## src/rtl/fetch_queue.sv

```systemverilog
// Instruction buffer between fetch and decode: a first-word-fall-through FIFO of {pc, instr} pairs, cleared on redirect.
// Latency: an entry pushed at edge N is visible at the output after that edge (no same-cycle bypass when empty).
// Backpressure: in_ready = (count < DEPTH) from registered state only; an empty queue shows pc=0 / NOP to decode.
// Optional FETCH_QUEUE_STATS_EN adds saturating stall_cycles / bubble_cycles counters (cleared by reset only).
module fetch_queue #(
  parameter int DEPTH = 4,
  parameter int XLEN  = 32
) (
  input  logic                     clk,
  input  logic                     reset,
  input  logic                     flush,
  input  logic                     in_valid,
  output logic                     in_ready,
  input  logic [XLEN-1:0]          in_pc,
  input  logic [31:0]              in_instr,
  output logic                     out_valid,
  input  logic                     out_ready,
  output logic [XLEN-1:0]          out_pc,
  output logic [31:0]              out_instr,
  output logic [$clog2(DEPTH):0]   count
`ifdef FETCH_QUEUE_STATS_EN
  ,
  output logic [31:0]              stall_cycles,
  output logic [31:0]              bubble_cycles
`endif
);

  localparam int PW = $clog2(DEPTH);
  localparam logic [PW-1:0] PTR_ONE  = {{(PW-1){1'b0}}, 1'b1};
  localparam logic [PW:0]   CNT_ONE  = {{PW{1'b0}}, 1'b1};
  localparam logic [PW:0]   CNT_FULL = (PW+1)'(DEPTH);
  localparam logic [31:0]   NOP      = 32'h0000_0013;

  logic [XLEN-1:0] mem_pc    [DEPTH];
  logic [31:0]     mem_instr [DEPTH];
  logic [PW-1:0]   head;
  logic [PW-1:0]   tail;
  logic            push;
  logic            pop;

  // Handshake and head presentation; empty queue shows a canonical bubble, never stale storage.
  always_comb begin
    in_ready  = (count < CNT_FULL);
    out_valid = (count != '0);
    push      = in_valid && in_ready;
    pop       = out_valid && out_ready;
    out_pc    = '0;
    out_instr = NOP;
    if (out_valid) begin
      out_pc    = mem_pc[head];
      out_instr = mem_instr[head];
    end
  end

  // Storage is not reset; only slots behind the occupancy count are ever shown.
  always_ff @(posedge clk) begin
    if (push && !flush) begin
      mem_pc[tail]    <= in_pc;
      mem_instr[tail] <= in_instr;
    end
  end

  // Pointers and occupancy; flush discards any push/pop of its cycle. Full/empty comes from count only.
  always_ff @(posedge clk or posedge reset) begin
    if (reset) begin
      head  <= '0;
      tail  <= '0;
      count <= '0;
    end else if (flush) begin
      head  <= '0;
      tail  <= '0;
      count <= '0;
    end else begin
      if (push) tail <= tail + PTR_ONE;
      if (pop)  head <= head + PTR_ONE;
      if (push && !pop)      count <= count + CNT_ONE;
      else if (pop && !push) count <= count - CNT_ONE;
    end
  end

`ifdef FETCH_QUEUE_STATS_EN
  // Saturating stall/bubble counters; they survive flush so they span redirects.
  always_ff @(posedge clk or posedge reset) begin
    if (reset) begin
      stall_cycles  <= '0;
      bubble_cycles <= '0;
    end else begin
      if (in_valid && !in_ready && (stall_cycles != 32'hFFFF_FFFF))
        stall_cycles <= stall_cycles + 32'd1;
      if (out_ready && !out_valid && (bubble_cycles != 32'hFFFF_FFFF))
        bubble_cycles <= bubble_cycles + 32'd1;
    end
  end
`endif

  // Fetch must hold a refused entry stable until it is taken (a redirect may replace it).
  property p_hold_refused;
    @(posedge clk) disable iff (reset)
      (in_valid && !in_ready && !flush) |=> (!in_valid || ($stable(in_pc) && $stable(in_instr)));
  endproperty
  a_hold_refused: assert property (p_hold_refused);

endmodule
```

## config.mk

```make
export PLATFORM = sky130hd
export DESIGN_NAME = fetch_queue
export DESIGN_NICKNAME = d
export VERILOG_FILES = /design/src/rtl/fetch_queue.sv
export SDC_FILE = /design/constraint.sdc
export NUM_CORES = 1
export LEC_CHECK = 0
export ABC_AREA = 1
export ABC_CLOCK_PERIOD_IN_PS = 4100
export BUFFER_PORTS_ARGS = -buffer_cell sky130_fd_sc_hd__buf_2
export CAP_MARGIN = 25
export CORE_AREA = 2 2 164 166
export DETAILED_ROUTE_END_ITERATION = 7
export DIE_AREA = 0 0 166 168
export HOLD_SLACK_MARGIN = 0.12
export SYNTH_ARGS = -nofsm -noshare
export SYNTH_HDL_FRONTEND = slang
export SYNTH_SLANG_ARGS = --single-unit
```

## constraint.sdc

```tcl
create_clock -name clk -period 4.1 [get_ports clk]
set_input_delay 0.205 -clock clk [delete_from_list [all_inputs] [get_ports clk]]
set_output_delay 0.205 -clock clk [all_outputs]
set_load 0.02 [all_outputs]
```

==> impl_metrics.xml, run 1 <==
<?xml version="1.0" encoding="UTF-8"?>
<metrics>
  <group name="outcome">
    <metric name="run_status" unit="">finished, final reports clean</metric>
  </group>
  <group name="worst_setup_path">
    <metric name="crit_path_top_delay_cell" unit="">clkinv_2</metric>
    <metric name="max_stage_delay_on_crit_path" unit="ns">0.57</metric>
    <metric name="critical_path_cell_sequence" unit="">clkinv_2 &gt; buf_12 &gt; nor2_1 &gt; nor2_1 &gt; o21ai_0 &gt; o311ai_0 &gt; buf_2</metric>
    <metric name="cp-start-kind" unit="">flop</metric>
    <metric name="timing.critical_path.required" unit="ns">3.89</metric>
    <metric name="cp_max_fo" unit="">70</metric>
    <metric name="crit_path_frequent_cell" unit="">nor2_1</metric>
    <metric name="worstPathArrival" unit="ns">2.57</metric>
    <metric name="critical_path.endpoint_type" unit="">output pin</metric>
    <metric name="crit_type" unit="">reg -&gt; out</metric>
  </group>
  <group name="placed_design">
    <metric name="dp_worst_setup_slack" unit="ns">1.744</metric>
    <metric name="placed_cells_incl_taps" unit="">1256</metric>
    <metric name="port_buffers" unit="">137</metric>
    <metric name="routabilityCongestion" unit="">0.7276</metric>
    <metric name="post-dp-hpwl" unit="um">12640</metric>
  </group>
  <group name="clock_tree">
    <metric name="cts_setup_buffers" unit="">0</metric>
    <metric name="clockBufferDepth" unit="">3</metric>
    <metric name="cts-resized-gates" unit="">0</metric>
    <metric name="cts-buffers-inserted" unit="">28</metric>
    <metric name="htreeDepth" unit="">1</metric>
    <metric name="cts.hold.buffers_added" unit="">69</metric>
    <metric name="root_buffer" unit="">clkbuf_16</metric>
    <metric name="clkSinkCount" unit="">263</metric>
    <metric name="clk_transition_reported_paths" unit="ns">0.06</metric>
    <metric name="cts_tree" unit="">yes</metric>
    <metric name="clkLatencyLatePin" unit="ns">0.54</metric>
  </group>
  <group name="power_and_ir_drop">
    <metric name="power.density_cell_area" unit="mW/mm2">633.0</metric>
    <metric name="internal_power" unit="mW">5.320</metric>
    <metric name="seq_power_share" unit="">0.387</metric>
    <metric name="switchingPower" unit="mW">2.885</metric>
    <metric name="cellLeakagePower" unit="nW">4.716</metric>
    <metric name="share_comb_of_total_power" unit="">0.316</metric>
    <metric name="power.share.clock" unit="">0.297</metric>
    <metric name="switching_share" unit="">0.3516</metric>
    <metric name="vdd_drop_max" unit="V">0.0003819</metric>
  </group>
  <group name="global_route">
    <metric name="grt_max_degree" unit="">71</metric>
    <metric name="grt_overflow" unit="">0</metric>
    <metric name="grt_antenna_before_repair" unit="">0</metric>
    <metric name="track_usage" unit="">0.1636</metric>
    <metric name="grt_first_pass_wirelength" unit="um">36400</metric>
    <metric name="first_global_vias" unit="">6587</metric>
  </group>
  <group name="min_path">
    <metric name="worstHoldPathType" unit="">in -&gt; async</metric>
  </group>
  <group name="route">
    <metric name="route.final.wire_length" unit="um">23090</metric>
    <metric name="detail_route.iter0.violations" unit="">459</metric>
    <metric name="wire_per_inst" unit="um">16.75</metric>
    <metric name="number_of_nets_still_failing_antenna_checks_after_routing" unit="">0</metric>
    <metric name="route.vias.total" unit="">6665</metric>
    <metric name="viasPerCell" unit="">4.837</metric>
    <metric name="dr.pass1.iters" unit="">4</metric>
    <metric name="remaining_drc_errors" unit="">0</metric>
  </group>
  <group name="sta">
    <metric name="timing.final.max_slew_violations" unit="">0</metric>
    <metric name="worstMarginPinSlew" unit="ns">0.9780</metric>
    <metric name="remaining_max_slew_budget_at_the_tightest_pin" unit="">0.3480</metric>
    <metric name="finalCritPeriodShare" unit="">0.6769</metric>
    <metric name="fin_skew" unit="ns">0.01041</metric>
    <metric name="finalSetupViolations" unit="">0</metric>
    <metric name="final_setup_margin" unit="ns">1.325</metric>
    <metric name="finalHoldViolations" unit="">0</metric>
    <metric name="rsz0062_at_grt" unit="">no</metric>
    <metric name="final_period_minus_worst_setup_slack" unit="ns">2.775</metric>
    <metric name="finalHoldWorstSlack" unit="ns">0.1810</metric>
    <metric name="achievable-frequency" unit="MHz">360.3</metric>
  </group>
  <group name="synthesis">
    <metric name="synthesis.area_per_instance" unit="um2">12.70</metric>
    <metric name="ys.warnings.count" unit="">0</metric>
    <metric name="synth.distinct_cells" unit="">23</metric>
    <metric name="yosys_register_bits" unit="">263</metric>
    <metric name="syn_nets" unit="">886</metric>
    <metric name="postSynthCellCount" unit="">812</metric>
    <metric name="area_of_the_mapped_netlist" unit="mm2">0.01031</metric>
    <metric name="seq_area_frac_synth" unit="">0.7626</metric>
  </group>
  <group name="die">
    <metric name="die_w" unit="um">166</metric>
    <metric name="initial_utilization" unit="">0.3913</metric>
    <metric name="die_h" unit="um">168</metric>
    <metric name="core.rowCount" unit="">60</metric>
    <metric name="design.core.area" unit="mm2">0.02635</metric>
    <metric name="die-area" unit="mm2">0.02789</metric>
    <metric name="top_level_ports" unit="">138</metric>
  </group>
  <group name="final_layout">
    <metric name="layoutNonFillerInstCount" unit="">1378</metric>
    <metric name="design.final.nets" unit="">1090</metric>
    <metric name="fillCellCount" unit="">2321</metric>
    <metric name="drive_gt1_frac" unit="">0.1958</metric>
    <metric name="area.growth.synth_to_final" unit="%">25.73</metric>
    <metric name="antenna-diode-count" unit="">0</metric>
  </group>
  <group name="flow_run">
    <metric name="max-cap-violations" unit="">0</metric>
  </group>
</metrics>
[cell type report]
type	count	area (um2)	area share
Clock buffer	31	711.9	0.05492
Clock inverter	20	185.2	0.01429
Inverter	16	61.31	0.004730
Multi-Input combinational cell	485	2176	0.1679
Sequential cell	263	7868	0.6070
Tap cell	341	426.7	0.03292
Timing Repair Buffer	222	1534	0.1183
[per-stage QoR]
stage / setup TNS [ns] / util / total power [mW] / cell area, um2
3_3_place_gp: 0 / 0.4302 / 5.782 / 11330
6_report: 0 / 0.4919 / 8.206 / 12960
5_1_grt: 0 / 0.4919 / 8.661 / 12960
3_5_place_dp: 0 / 0.4302 / 5.807 / 11330
4_1_cts: 0 / 0.4904 / 8.326 / 12920
2_1_floorplan: -21.82 / - / 4.905 / 10310
[critical path, delay by kind of cell (launching register included)]
family,cells,cell delay [ns]
AO/OA/AOI/OAI,2,0.20
buffers and inverters,3,1.24
flip-flops,1,0.42
AND/OR/NAND/NOR,2,0.16
[logic make-up after synthesis]
kind of cell / synth area share
flip-flops: 0.7626
AO/OA/AOI/OAI: 0.09527
AND/OR/NAND/NOR: 0.1052
XOR/XNOR: 0.0008497
adder cells (fa/ha/maj): 0.006796
buffers and inverters: 0.02925
[worst paths after layout]
path	to	from	slack (ns)	depth (start not counted)
min in group clk	mem_instr[1][16]	in_instr[16]	0.42	2
worst max-delay path	out_instr[1]	head[0]	1.32	7
worst min register to register	tail[1]	tail[1]	0.54	2
max in group asynchronous	head[0]	reset	3.64	3
worst max register to register	mem_pc[3][22]	count[2]	1.76	6
worst min-delay path	count[1]	reset	0.18	3
[cells in the final DEF (no fill, tap or decap), types with 5 or more instances in the layout]
| cell type | instances |
|---|---|
| nor2_1 | 261 |
| edfxtp_1 | 256 |
| buf_2 | 137 |
| o21ai_0 | 122 |
| dlygate4sd3_1 | 69 |
| a21oi_1 | 63 |
| clkbuf_16 | 28 |
| inv_1 | 13 |
| buf_4 | 13 |
| nand2_1 | 12 |
| clkinv_1 | 8 |
| clkinv_2 | 6 |
| o21ai_1 | 6 |
| dfrtp_1 | 5 |
[Yosys cell counts (all sizes together)]
master / count / area [um2]
inv: 15 / 56.30
fa: 1 / 20.02
ha: 4 / 50.05
clkbuf: 22 / 82.58
a21oi: 63 / 315.3
dfrtp: 7 / 175.2
xor2: 1 / 8.760
nand2: 13 / 51.30
nand3: 4 / 20.02
edfxtp: 256 / 7687
o21ai: 128 / 640.6
clkinv: 1 / 3.750
nor2: 265 / 994.7
nand4: 1 / 6.260
nor3: 1 / 5.000
buf: 26 / 158.9
o311ai: 3 / 26.28
nand3b: 1 / 7.510
[power by group through the flow]
stage	clock network, mW	logic (mW)	registers, mW
4_1_cts	2.51	2.64	3.18
5_1_grt	2.61	2.86	3.19
3_5_place_dp	0	2.57	3.23
3_3_place_gp	0	2.55	3.23
2_1_floorplan	0	1.65	3.25
6_report	2.43	2.60	3.18
[sequential cells by signal, summed over array words and instances, names as in the netlist]
name	flops
mem_pc	128
count	3
mem_instr	128
head	2
tail	2
[metal layers]
metal  wire [um]  track usage
met1       10200       0.2183
met2       11240       0.2782
met3        1131      0.03056
met4         519      0.04159
met5           0            0
(Power assumes the default switching activity.)
==> inputs of run 2 (changes only) <==
ABC_CLOCK_PERIOD_IN_PS = 2560   (was 4100)
clock period = 2.56 ns   (was 4.1 ns; I/O delays follow)
==> impl_metrics.xml, run 2 (same netlist as run 1, synthesis figures left out) <==
<?xml version="1.0" encoding="UTF-8"?>
<metrics>
  <group name="outcome">
    <metric name="run_status" unit="">finished, final reports clean</metric>
  </group>
  <group name="die">
    <metric name="die_h" unit="um">168</metric>
    <metric name="die_w" unit="um">166</metric>
    <metric name="core.rowCount" unit="">60</metric>
    <metric name="design.core.area" unit="mm2">0.02635</metric>
    <metric name="die-area" unit="mm2">0.02789</metric>
    <metric name="initial_utilization" unit="">0.3913</metric>
    <metric name="top_level_ports" unit="">138</metric>
  </group>
  <group name="power_and_ir_drop">
    <metric name="cellLeakagePower" unit="nW">4.735</metric>
    <metric name="power.density_cell_area" unit="mW/mm2">997.8</metric>
    <metric name="vdd_drop_max" unit="V">0.0008572</metric>
  </group>
  <group name="global_route">
    <metric name="grt_first_pass_wirelength" unit="um">36610</metric>
    <metric name="grt_antenna_before_repair" unit="">1</metric>
    <metric name="grt_util_met3" unit="">0.02891</metric>
    <metric name="grtUsageMet1" unit="">0.2129</metric>
    <metric name="global_route.peak_usage_layer" unit="">met2</metric>
    <metric name="first_global_vias" unit="">6806</metric>
    <metric name="track_usage" unit="">0.1642</metric>
    <metric name="grtUsageMet2" unit="">0.2888</metric>
    <metric name="grt_max_degree" unit="">65</metric>
    <metric name="grt_overflow" unit="">0</metric>
  </group>
  <group name="sta">
    <metric name="rsz0062_at_grt" unit="">yes</metric>
    <metric name="worstMarginPinSlew" unit="ns">0.8198</metric>
    <metric name="finalCritPeriodShare" unit="">0.9523</metric>
    <metric name="finalSetupViolations" unit="">0</metric>
    <metric name="final_period_minus_worst_setup_slack" unit="ns">2.438</metric>
    <metric name="remaining_max_slew_budget_at_the_tightest_pin" unit="">0.4534</metric>
    <metric name="fin_skew" unit="ns">0.01325</metric>
    <metric name="final_setup_margin" unit="ns">0.1220</metric>
    <metric name="achievable-frequency" unit="MHz">410.2</metric>
    <metric name="finalHoldViolations" unit="">0</metric>
    <metric name="timing.final.max_slew_violations" unit="">0</metric>
    <metric name="finalHoldWorstSlack" unit="ns">0.3605</metric>
    <metric name="setup_total_negative_slack" unit="ns">0</metric>
  </group>
  <group name="final_layout">
    <metric name="layout.cells.most_common_list" unit="">nor2_1 (261), edfxtp_1 (256), buf_2 (137)</metric>
    <metric name="layout_commonest_cell" unit="">nor2_1</metric>
    <metric name="reg_top3" unit="">mem_instr (128), mem_pc (128), count (3)</metric>
    <metric name="design.final.nets" unit="">1095</metric>
    <metric name="layoutNonFillerInstCount" unit="">1385</metric>
    <metric name="final_cell_area" unit="mm2">0.01304</metric>
    <metric name="drive_gt1_frac" unit="">0.1965</metric>
    <metric name="area.growth.synth_to_final" unit="%">26.46</metric>
  </group>
  <group name="clock_tree">
    <metric name="cts_tree" unit="">yes</metric>
    <metric name="cts-buffers-inserted" unit="">28</metric>
    <metric name="cts_setup_buffers" unit="">0</metric>
    <metric name="htreeDepth" unit="">1</metric>
    <metric name="clk_transition_reported_paths" unit="ns">0.06</metric>
    <metric name="root_buffer" unit="">clkbuf_16</metric>
    <metric name="clkSinkCount" unit="">263</metric>
    <metric name="clkLatencyLatePin" unit="ns">0.53</metric>
    <metric name="clockBufferDepth" unit="">3</metric>
  </group>
  <group name="worst_setup_path">
    <metric name="timing.reg2reg.worst_path_depth" unit="">6</metric>
    <metric name="crit_type" unit="">reg -&gt; out</metric>
    <metric name="cp-start-kind" unit="">flop</metric>
    <metric name="worstReg2RegEnd" unit="">head[1]</metric>
    <metric name="cp_max_fo" unit="">35</metric>
    <metric name="timing.critical_path.required" unit="ns">2.43</metric>
    <metric name="rrSetupSlack" unit="ns">0.48</metric>
    <metric name="worstPathArrival" unit="ns">2.31</metric>
    <metric name="crit_reg_reg_startpoint" unit="">head[0]</metric>
    <metric name="critical_path.endpoint_type" unit="">output pin</metric>
  </group>
  <group name="route">
    <metric name="viasPerCell" unit="">4.855</metric>
    <metric name="remaining_drc_errors" unit="">0</metric>
    <metric name="detail_route.iter0.violations" unit="">411</metric>
    <metric name="route.final.wire_length" unit="um">23270</metric>
    <metric name="wire_per_inst" unit="um">16.80</metric>
    <metric name="dr.pass1.iters" unit="">5</metric>
    <metric name="number_of_nets_still_failing_antenna_checks_after_routing" unit="">0</metric>
    <metric name="route.vias.total" unit="">6724</metric>
  </group>
  <group name="placed_design">
    <metric name="routabilityCongestion" unit="">0.7391</metric>
    <metric name="postPlaceCellArea" unit="mm2">0.01148</metric>
    <metric name="port_buffers" unit="">137</metric>
    <metric name="placed_cells_incl_taps" unit="">1262</metric>
    <metric name="dp_worst_setup_slack" unit="ns">0.5640</metric>
    <metric name="post-dp-hpwl" unit="um">13490</metric>
  </group>
  <group name="min_path">
    <metric name="timing.hold.worst_endpoint" unit="">mem_instr[0][16]</metric>
    <metric name="hold_depth" unit="">2</metric>
    <metric name="worstHoldPathType" unit="">in -&gt; reg</metric>
    <metric name="holdCritStartpoint" unit="">in_instr[16]</metric>
  </group>
  <group name="flow_run">
    <metric name="max-cap-violations" unit="">0</metric>
  </group>
</metrics>
## run 2: worst max path at each step
stage / start / endpoint / slack, ns / cells after the start
after floorplan: count[2] / mem_instr[0][0] / -0.60 / 5
after global placement: head[0] / out_instr[14] / 0.60 / 5
after detailed placement: count[2] / mem_instr[1][9] / 0.56 / 6
after CTS: head[0] / out_instr[14] / 0.02 / 5
after global routing: head[0] / out_instr[0] / -0.01 / 4
final: head[0] / out_pc[4] / 0.12 / 6
## run 2: layout make-up
type | count | area (um2)
clock buffers | 35 | 748.2
diodes | 1 | 2.502
well taps | 341 | 426.7
inverters | 16 | 67.56
multi-input cells | 485 | 2176
flip-flops and latches | 263 | 7868
clock inverters | 17 | 88.84
repair buffers | 227 | 1660
fillers | 2347 | 13310
## run 2: where the power goes
part | switching (mW) | total (mW) | internal (mW)
combinational | 2.94 | 4.25 | 1.32
clock | 1.56 | 3.63 | 2.07
sequential | 0.109 | 5.12 | 5.02
## run 2: timing repair
| item | in CTS | in global routing |
|---|---|---|
| setup endpoints to repair | 0 | 20 |
| hold endpoints to repair | 270 | 0 |
| hold buffers | 70 | 0 |
| gates resized for setup | 0 | 6 |
## run 2: critical path, stage by stage, from the launching register on
cell and delay [ns]:
dfrtp_4 0.62, buf_4 0.44, nor2_1 0.10, nor2_1 0.10
o21ai_0 0.10, a21oi_1 0.22, buf_2 0.20
## run 2: metal layers
metal / vias to the layer above / routed length (um)
met5: - / 0
met4: 0 / 417
met3: 34 / 1131
met2: 164 / 11440
met1: 3232 / 10280
li1: 3294 / -
## run 2: metrics by stage
stage | power, mW | util
final | 13.01 | 0.4948
after global routing | 13.71 | 0.4948
after CTS | 13.16 | 0.4941
after detailed placement | 9.423 | 0.4357
after global placement | 9.392 | 0.4357
after floorplan | 7.849 | -
==> inputs of run 3 (changes only) <==
RECOVER_POWER = 25   (was default)
==> impl_metrics.xml, run 3 (same netlist as run 1, synthesis figures left out) <==
<?xml version="1.0" encoding="UTF-8"?>
<metrics>
  <group name="outcome">
    <metric name="run_status" unit="">finished, final reports clean</metric>
  </group>
  <group name="sta">
    <metric name="setup_total_negative_slack" unit="ns">0</metric>
    <metric name="final_period_minus_worst_setup_slack" unit="ns">2.428</metric>
    <metric name="remaining_max_slew_budget_at_the_tightest_pin" unit="">0.4454</metric>
    <metric name="finalCritPeriodShare" unit="">0.9484</metric>
    <metric name="achievable-frequency" unit="MHz">411.9</metric>
    <metric name="fin_skew" unit="ns">0.01371</metric>
    <metric name="rsz0062_at_grt" unit="">yes</metric>
    <metric name="finalSetupViolations" unit="">0</metric>
    <metric name="worstMarginPinSlew" unit="ns">0.8318</metric>
    <metric name="timing.final.max_slew_violations" unit="">0</metric>
    <metric name="finalHoldViolations" unit="">0</metric>
  </group>
  <group name="global_route">
    <metric name="grt_overflow" unit="">0</metric>
    <metric name="grt_antenna_before_repair" unit="">1</metric>
    <metric name="grtUsageMet1" unit="">0.2129</metric>
    <metric name="grt_first_pass_wirelength" unit="um">36610</metric>
    <metric name="grt_max_degree" unit="">65</metric>
    <metric name="first_global_vias" unit="">6806</metric>
    <metric name="global_route.peak_usage_layer" unit="">met2</metric>
    <metric name="grtUsageMet2" unit="">0.2888</metric>
    <metric name="track_usage" unit="">0.1642</metric>
    <metric name="grt_util_met3" unit="">0.02891</metric>
  </group>
  <group name="clock_tree">
    <metric name="cts_tree" unit="">yes</metric>
    <metric name="htreeDepth" unit="">1</metric>
    <metric name="root_buffer" unit="">clkbuf_16</metric>
    <metric name="cts_setup_buffers" unit="">0</metric>
    <metric name="clockBufferDepth" unit="">3</metric>
    <metric name="clkSinkCount" unit="">263</metric>
    <metric name="clk_transition_reported_paths" unit="ns">0.06</metric>
    <metric name="clkLatencyLatePin" unit="ns">0.53</metric>
    <metric name="cts-buffers-inserted" unit="">28</metric>
  </group>
  <group name="worst_setup_path">
    <metric name="critical_path_cell_sequence" unit="">buf_4 &gt; nor2_1 &gt; nor2_1 &gt; o21ai_0 &gt; a21oi_1 &gt; buf_2</metric>
    <metric name="crit_type" unit="">reg -&gt; out</metric>
    <metric name="timing.critical_path.required" unit="ns">2.43</metric>
    <metric name="timing.reg2reg.worst_path_depth" unit="">6</metric>
    <metric name="cp_max_fo" unit="">35</metric>
    <metric name="worstPathArrival" unit="ns">2.30</metric>
    <metric name="crit_path_top_delay_cell" unit="">dfrtp_4</metric>
    <metric name="crit_path_start" unit="">head[0]</metric>
    <metric name="crit_reg_reg_startpoint" unit="">head[0]</metric>
    <metric name="critical_path.endpoint_type" unit="">output pin</metric>
    <metric name="max_stage_delay_on_crit_path" unit="ns">0.62</metric>
    <metric name="cp-start-kind" unit="">flop</metric>
    <metric name="crit_path_frequent_cell" unit="">nor2_1</metric>
  </group>
  <group name="flow_run">
    <metric name="max-cap-violations" unit="">0</metric>
  </group>
  <group name="route">
    <metric name="detail_route.iter0.violations" unit="">424</metric>
    <metric name="number_of_nets_still_failing_antenna_checks_after_routing" unit="">0</metric>
    <metric name="dr.pass1.iters" unit="">5</metric>
    <metric name="route.final.wire_length" unit="um">23250</metric>
    <metric name="viasPerCell" unit="">4.874</metric>
    <metric name="wire_per_inst" unit="um">16.78</metric>
    <metric name="route.vias.total" unit="">6751</metric>
    <metric name="remaining_drc_errors" unit="">0</metric>
  </group>
  <group name="placed_design">
    <metric name="port_buffers" unit="">137</metric>
    <metric name="routabilityCongestion" unit="">0.7391</metric>
    <metric name="placed_cells_incl_taps" unit="">1262</metric>
    <metric name="post-dp-hpwl" unit="um">13490</metric>
  </group>
  <group name="final_layout">
    <metric name="layout_commonest_cell" unit="">nor2_1</metric>
    <metric name="layoutNonFillerInstCount" unit="">1385</metric>
    <metric name="layout.cells.most_common_list" unit="">nor2_1 (261), edfxtp_1 (256), o21ai_0 (122)</metric>
    <metric name="fillCellCount" unit="">2355</metric>
    <metric name="area.growth.synth_to_final" unit="%">25.96</metric>
    <metric name="design.final.nets" unit="">1095</metric>
    <metric name="drive_gt1_frac" unit="">0.1572</metric>
    <metric name="reg_top3" unit="">mem_instr (128), mem_pc (128), count (3)</metric>
  </group>
  <group name="power_and_ir_drop">
    <metric name="share_comb_of_total_power" unit="">0.327</metric>
    <metric name="switching_share" unit="">0.3548</metric>
    <metric name="cellLeakagePower" unit="nW">4.622</metric>
    <metric name="switchingPower" unit="mW">4.614</metric>
    <metric name="seq_power_share" unit="">0.394</metric>
    <metric name="p_total" unit="mW">13.00</metric>
    <metric name="vdd_drop_max" unit="V">0.0008522</metric>
    <metric name="power.share.clock" unit="">0.279</metric>
    <metric name="power.density_cell_area" unit="mW/mm2">1001</metric>
    <metric name="internal_power" unit="mW">8.390</metric>
  </group>
  <group name="die">
    <metric name="design.core.area" unit="mm2">0.02635</metric>
    <metric name="die_h" unit="um">168</metric>
    <metric name="top_level_ports" unit="">138</metric>
    <metric name="die_w" unit="um">166</metric>
    <metric name="initial_utilization" unit="">0.3913</metric>
    <metric name="die-area" unit="mm2">0.02789</metric>
    <metric name="core.rowCount" unit="">60</metric>
  </group>
  <group name="min_path">
    <metric name="hold_depth" unit="">2</metric>
    <metric name="worstHoldPathType" unit="">in -&gt; reg</metric>
    <metric name="holdCritStartpoint" unit="">in_instr[24]</metric>
  </group>
</metrics>
-- run 3: cell types whose count changed in the layout (fill, tap and decap cells not counted), sizes merged --
cell    previous run  this run
buf              157       116
clkbuf            35        76
-- run 3: critical path, delay by kind of cell, from the launching register on --
kind	cells	cell delay, ns
buffers and inverters	2	0.64
AND/OR/NAND/NOR	2	0.21
AO/OA/AOI/OAI	2	0.31
flip-flops	1	0.62
-- run 3: metal layers --
layer	up-vias	routed length [um]
met3	36	1134
li1	3297	-
met5	-	0
met1	3251	10200
met4	0	450
met2	167	11460
-- run 3: metrics by stage --
stage	utilization	cell area, um2	setup WS, ns	hold slack, ns
6_report	0.4928	12990	0.1322	0.3696
5_1_grt	0.4928	12990	-0.01120	0.3821
4_1_cts	0.4941	13020	0.02072	0.3286
3_5_place_dp	0.4357	11480	0.5640	0.09683
3_3_place_gp	0.4357	11480	0.6041	0.08507
2_1_floorplan	-	10320	-0.5988	-0.06860
-- run 3: power by group through the flow --
stage	clock, mW	sequential (mW)	combinational (mW)
global placement	0	5.20	4.19
CTS	3.72	5.12	4.32
detailed placement	0	5.21	4.21
floorplan	0	5.20	2.65
finish	3.63	5.12	4.25
global route	3.90	5.15	4.65
-- run 3: cell type report --
cell class / instances / area [um2] / share of cell area
tap: 341 / 426.7 / 0.03285
inverter: 16 / 67.56 / 0.005203
timing repair buffer: 227 / 1609 / 0.1239
sequential: 263 / 7868 / 0.6058
clock buffer: 35 / 748.2 / 0.05762
multi-input combinational: 485 / 2176 / 0.1676
antenna: 1 / 2.502 / 0.0001927
clock inverter: 17 / 88.84 / 0.006841
-- run 3: final timing paths --
check | to | slack [ns]
setup / recovery | out_pc[4] | 0.13
hold / removal | mem_instr[3][24] | 0.37
setup reg to reg | head[1] | 0.48
hold reg to reg | count[2] | 0.57
max in group asynchronous | head[0] | 1.65
min in group asynchronous | tail[0] | 0.64
-- run 3: timing repair --
action,CTS,global route
endpoints found under the hold margin,270,0
gates resized for setup,0,6
hold buffers,70,0
endpoints found under the setup margin,0,20
